[src/rtl/otbn_keccak_plane_seq.sv]
// Keccak plane sequencer: streams 5-lane planes through chi/chi+iota, or folds them into
// theta column parities and emits the D plane. OTBN_KECCAK_PLANE_SEQ_STATS_EN adds a busy-cycle counter.
module otbn_keccak_plane_seq #(
  parameter int LANEW   = 64,
  parameter int NPLANES = 5
) (
  input  logic               clk_i,
  input  logic               rst_i,
  input  logic               cmd_valid_i,
  output logic               cmd_ready_o,
  input  logic [1:0]         op_i,
  input  logic [LANEW-1:0]   rc_i,
  input  logic               in_valid_i,
  output logic               in_ready_o,
  input  logic [5*LANEW-1:0] plane_i,
  output logic               out_valid_o,
  input  logic               out_ready_i,
  output logic [5*LANEW-1:0] plane_o,
  output logic               done_o,
  output logic [31:0]        busy_cnt_o
);

  typedef enum logic [1:0] {IDLE, RUN, DRAIN} state_t;

  localparam logic [1:0] OP_THETA = 2'b00;
  localparam logic [1:0] OP_IOTA  = 2'b10;

  state_t                 state;
  logic [1:0]             op;
  logic [LANEW-1:0]       rc;
  logic [2:0]             cnt;
  logic [4:0][LANEW-1:0]  acc;
  logic                   d_loaded;

  logic [4:0][LANEW-1:0]  a, chi, d;
  logic                   is_theta, last, in_fire, out_fire;

  assign a        = plane_i;
  assign is_theta = (op == OP_THETA);
  assign last     = (cnt == 3'(NPLANES - 1));

  always_comb begin
    chi = '0;
    d   = '0;
    for (int x = 0; x < 5; x++) begin
      chi[x] = a[x] ^ (~a[(x + 1) % 5] & a[(x + 2) % 5]);
      d[x]   = acc[(x + 4) % 5] ^
               {acc[(x + 1) % 5][LANEW-2:0], acc[(x + 1) % 5][LANEW-1]};
    end
    // iota only touches the first plane of a job
    if (op == OP_IOTA && cnt == 3'd0) chi[0] = chi[0] ^ rc;
  end

  assign cmd_ready_o = (state == IDLE);

  always_comb begin
    in_ready_o = 1'b0;
    if (state == RUN) in_ready_o = is_theta ? 1'b1 : (!out_valid_o || out_ready_i);
  end

  assign in_fire  = in_valid_i && in_ready_o;
  assign out_fire = out_valid_o && out_ready_i;

  always_ff @(posedge clk_i) begin
    if (rst_i) begin
      state       <= IDLE;
      op          <= '0;
      rc          <= '0;
      cnt         <= '0;
      acc         <= '0;
      d_loaded    <= 1'b0;
      out_valid_o <= 1'b0;
      plane_o     <= '0;
      done_o      <= 1'b0;
    end else begin
      done_o <= 1'b0;
      case (state)
        IDLE: begin
          if (cmd_valid_i) begin
            op       <= op_i;
            rc       <= rc_i;
            cnt      <= '0;
            acc      <= '0;
            d_loaded <= 1'b0;
            state    <= RUN;
          end
        end
        RUN: begin
          if (out_fire) out_valid_o <= 1'b0;
          if (in_fire) begin
            cnt <= cnt + 3'd1;
            if (is_theta) begin
              acc <= acc ^ a;
            end else begin
              plane_o     <= chi;
              out_valid_o <= 1'b1;
            end
            if (last) state <= DRAIN;
          end
        end
        DRAIN: begin
          // theta emits its single D plane only once the output slot is empty
          if (is_theta && !d_loaded && !out_valid_o) begin
            plane_o     <= d;
            out_valid_o <= 1'b1;
            d_loaded    <= 1'b1;
          end else if (out_fire) begin
            out_valid_o <= 1'b0;
            done_o      <= 1'b1;
            state       <= IDLE;
          end
        end
        default: state <= IDLE;
      endcase
    end
  end

`ifdef OTBN_KECCAK_PLANE_SEQ_STATS_EN
  logic [31:0] busy;
  always_ff @(posedge clk_i) begin
    if (rst_i) busy <= '0;
    else if (state != IDLE && busy != 32'hFFFF_FFFF) busy <= busy + 32'd1;
  end
  assign busy_cnt_o = busy;
`else
  assign busy_cnt_o = '0;
`endif

endmodule

[config.mk]
export PLATFORM = sky130hd
export DESIGN_NAME = otbn_keccak_plane_seq
export DESIGN_NICKNAME = d
export VERILOG_FILES = /design/src/rtl/otbn_keccak_plane_seq.sv
export SDC_FILE = /design/constraint.sdc
export NUM_CORES = 2
export LEC_CHECK = 0
export ABC_CLOCK_PERIOD_IN_PS = 2600
export CAP_MARGIN = 20
export CELL_PAD_IN_SITES_DETAIL_PLACEMENT = 1
export CELL_PAD_IN_SITES_GLOBAL_PLACEMENT = 2
export CORE_MARGIN = 1
export CORE_UTILIZATION = 31
export DETAILED_ROUTE_END_ITERATION = 8
export HOLD_SLACK_MARGIN = 0.02
export PLACE_DENSITY = 0.87
export SYNTH_ARGS = -nofsm -noshare
export SYNTH_HDL_FRONTEND = slang
export SYNTH_SLANG_ARGS = --single-unit
[constraint.sdc]
create_clock -name clk_i -period 2.6 [get_ports clk_i]
set_input_delay 0.26 -clock clk_i [delete_from_list [all_inputs] [get_ports clk_i]]
set_output_delay 0.26 -clock clk_i [all_outputs]
set_load 0.01 [all_outputs]
==> results.json <==
{
  "status": "finished, violations left",
  "violations": "negative setup slack",
  "grt_pass1_vias": 42100,
  "hp-class": "primary input to register",
  "grt_use_total": 0.2419,
  "tightest_slew_ns": 1.041,
  "slew_headroom": 0.3058,
  "maxCapViolations": 0,
  "die_y_um": 366.8,
  "switching_share": 0.3559,
  "cts_buffers": 90,
  "clock_latency_ns": 0.71,
  "die_w_um": 366.8,
  "synth_common_cells": "nand2_1 (1335), dfxtp_1 (714), xnor2_1 (640)",
  "fin_crit_ns": 2.620,
  "dr.first_iter.drc_count": 2764,
  "fp-row-count": 133,
  "slowest_delay_ns": 0.41,
  "synth_warnings": 0,
  "synth_cells": 5327,
  "routed_wl_um": 169500,
  "synth_async_sr_flop_share": 0,
  "ys_ff_latch": 714,
  "peakVddDrop_mv": 0.4829,
  "reg2regPathDepth": 8,
  "synth_edf_count": 0,
  "whs_ns": 0.1100,
  "gp_congestion": 0.8332,
  "synth.top_cell.area_share": 0.3465,
  "period_share": 1.008,
  "synth_cell_types": 44,
  "fin_ws_ns": -0.01997,
  "layout.nets": 6214,
  "maxSlewViolCount": 0,
  "min_path_cells": 3,
  "postRouteAntennaNets": 0,
  "startpoint_type": "register",
  "crit_required_ns": 3.17,
  "yosysSeqAreaShare": 0.3465,
  "vias_per_cell": 5.416,
  "p_int_mw": 22.49,
  "yosysMostFrequentCell": "nand2_1",
  "min_to": "rc[51]$_SDFFE_PP0P_",
  "r2r-end": "plane_o[5]$_SDFFE_PP0P_",
  "critical_path_class": "register to register",
  "via_count": 41430,
  "drive_above_1_share": 0.05435,
  "max_freq_mhz": 381.7,
  "antenna_found_initial": 11,
  "hp-start": "rc_i[51]",
  "routedWlPerCell_um": 22.16,
  "pin_count": 747,
  "post_dp_cell_area_um2": 50280,
  "dieArea_um2": 134500,
  "initial_core_util": 0.3130,
  "power.share.combinational": 0.280,
  "htree_levels": 3,
  "grt_pass1_wl_um": 258300,
  "grt_remaining_overflow": 0,
  "cts_buffer_depth": 3,
  "coreArea_um2": 131800,
  "cts.sinks": 714,
  "grt_max_degree": 197,
  "synth.avg_cell_area_um2": 7.744,
  "slowest_stage": "o32a_4",
  "regToRegSetupSlack_ns": -0.02,
  "crit_buf_inv": 3,
  "yosys_most_used_dff": "dfxtp_1",
  "leakage_nw": 16.09,
  "path_clk_slew_ns": 0.06,
  "p_sw_mw": 12.43,
  "finalHoldViolCount": 0,
  "cts_tree": "built",
  "crit_path_end_kind": "register",
  "netlist_area_um2": 41250,
  "power_frac_seq": 0.358,
  "hpwl_um": 117400,
  "reg2reg_from": "state[1]$_SDFFE_PP0P_",
  "crit_family": "compound AO/OA/AOI/OAI gates",
  "pwr_density_cell_nw_per_um2": 655.4,
  "rsz0062_at_grt": "no",
  "syn_to_final_growth_pct": 29.13,
  "drt_first_pass_iters": 5,
  "yosys-top-cells-area": "dfxtp_1 (35%), xnor2_1 (14%), nand2_1 (12%)",
  "numPortBuffers": 714,
  "finalInstanceArea_um2": 53270,
  "synth_top_cell_by_area": "dfxtp_1",
  "drc": 0,
  "finalSetupViolations": 2,
  "cts_root_buf": "clkbuf_16",
  "cp_max_fo": 162,
  "crit_arrival_ns": 3.19,
  "fin_skew_ns": 0.02138,
  "crit_chain": "inv_1, ha_4, buf_4, o211ai_1, o32a_4, buf_16, nand3_1, o211ai_2",
  "power_frac_clock": 0.362
}
## metrics by stage
stage | setup slack (ns) | util | setup TNS [ns] | power, mW | cells
floorplan | 0.4848 | - | 0 | 18.14 | 5358
global placement | 0.2082 | 0.3815 | 0 | 22.28 | 7479
detailed placement | 0.09835 | 0.3815 | 0 | 22.49 | 7479
CTS | 0.001735 | 0.4038 | 0 | 35.24 | 7643
global route | 0.0002152 | 0.4042 | 0 | 36.49 | 7650
finish | -0.01997 | 0.4042 | -0.02422 | 34.91 | 7650
## sequential cells by signal, indices dropped and copies added, names as in the netlist
| signal | cells |
|---|---|
| d_loaded | 1 |
| rc | 64 |
| done_o | 1 |
| op | 2 |
| state | 2 |
| acc | 320 |
| cnt | 3 |
| out_valid_o | 1 |
| plane_o | 320 |
## worst reg2reg max path, cell delays in order (launching register included)
cell and delay [ns]:
dfxtp_1 0.34, inv_1 0.13, ha_4 0.16, buf_4 0.21
o211ai_1 0.22, o32a_4 0.41, buf_16 0.25, nand3_1 0.67
o211ai_2 0.10
## how the worst max path moves through the flow
stage | from | endpoint | slack [ns] | cells past startpoint
after floorplan | state[0]$_SDFFE_PP0P_ | acc[30]$_SDFFE_PP0P_ | 0.48 | 9
after global placement | out_ready_i | plane_o[67]$_SDFFE_PP0P_ | 0.21 | 6
after detailed placement | out_ready_i | plane_o[252]$_SDFFE_PP0P_ | 0.1 | 6
after CTS | state[1]$_SDFFE_PP0P_ | in_ready_o | 0.002 | 5
after global routing | state[1]$_SDFFE_PP0P_ | plane_o[131]$_SDFFE_PP0P_ | 0.0002 | 8
final | state[1]$_SDFFE_PP0P_ | plane_o[5]$_SDFFE_PP0P_ | -0.02 | 8
## cell families (layout without fill, tap and decap cells)
group                    count (synthesis)  count (layout)  synth area share
buffers and inverters                  458             988           0.04732
flip-flops                             714             714            0.3465
multiplexers                             3               3         0.0007280
AO/OA/AOI/OAI                          998             998            0.1590
adder cells (fa/ha/maj)                  5               5          0.001517
other                                    1              39        0.00009090
AND/OR/NAND/NOR                       2444            2444            0.2954
XOR/XNOR                               704             704            0.1495
## layout by cell type, fill, tap and decap left out, types with 2 or more instances in the layout
| cell type | count |
|---|---|
| ha_4 | 2 |
| clkdlybuf4s50_1 | 711 |
| nand3_1 | 434 |
| diode_2 | 7 |
| o21ai_0 | 7 |
| clkbuf_1 | 25 |
| nor2_1 | 14 |
| a21boi_0 | 5 |
| buf_12 | 47 |
| and3_1 | 2 |
| nand2_1 | 1334 |
| mux2i_1 | 2 |
| clkbuf_8 | 23 |
| inv_16 | 3 |
| nor2b_1 | 67 |
| nand2b_1 | 258 |
| o211ai_2 | 60 |
| xor2_1 | 64 |
| dlymetal6s2s_1 | 2 |
| o211ai_1 | 262 |
| nand4b_1 | 310 |
| and3b_1 | 10 |
| ha_1 | 3 |
| buf_4 | 57 |
| inv_1 | 4 |
| a31oi_1 | 306 |
| clkinv_2 | 14 |
| xnor2_1 | 640 |
| bufinv_16 | 2 |
| nor2b_4 | 2 |
| a221oi_1 | 10 |
| a21oi_1 | 341 |
| dfxtp_1 | 714 |
| clkbuf_16 | 90 |
| conb_1 | 32 |
| inv_6 | 4 |
## metal layers
metal / global-route usage / up-vias / share of wire
met5: 0 / - / 0.00015
met4: 0.08157 / 4 / 0.033
met3: 0.03636 / 260 / 0.047
met2: 0.4080 / 1003 / 0.48
met1: 0.3131 / 20760 / 0.44
li1: - / 19400 / -
## power groups by stage
| stage | logic [mW] | registers [mW] | clock network, mW |
|---|---|---|---|
| 2_1_floorplan | 5.59 | 12.5 | 0 |
| 3_3_place_gp | 9.60 | 12.7 | 0 |
| 3_5_place_dp | 9.78 | 12.7 | 0 |
| 4_1_cts | 9.84 | 12.5 | 12.9 |
| 5_1_grt | 10.6 | 12.6 | 13.4 |
| 6_report | 9.78 | 12.5 | 12.6 |
## area by class of cell
cell class,instances,area [µm²]
clock inverter,24,255.2
sequential,714,14290
tap,1755,2196
antenna,7,17.52
fill,15670,78530
inverter,5,21.27
timing repair buffer,821,8574
clock buffer,138,2663
multi-input combinational,4186,25250
## what timing repair did
item | 4_1_cts | 5_1_grt
endpoints found under the hold margin | 9 | 0
setup buffers | 1 | 0
resized for setup | 2 | 5
setup endpoints to repair | 1 | 55
pin swaps | 1 | 0
hold buffers | 1 | 0
Note: power is estimated with default switching activity, not from simulation.
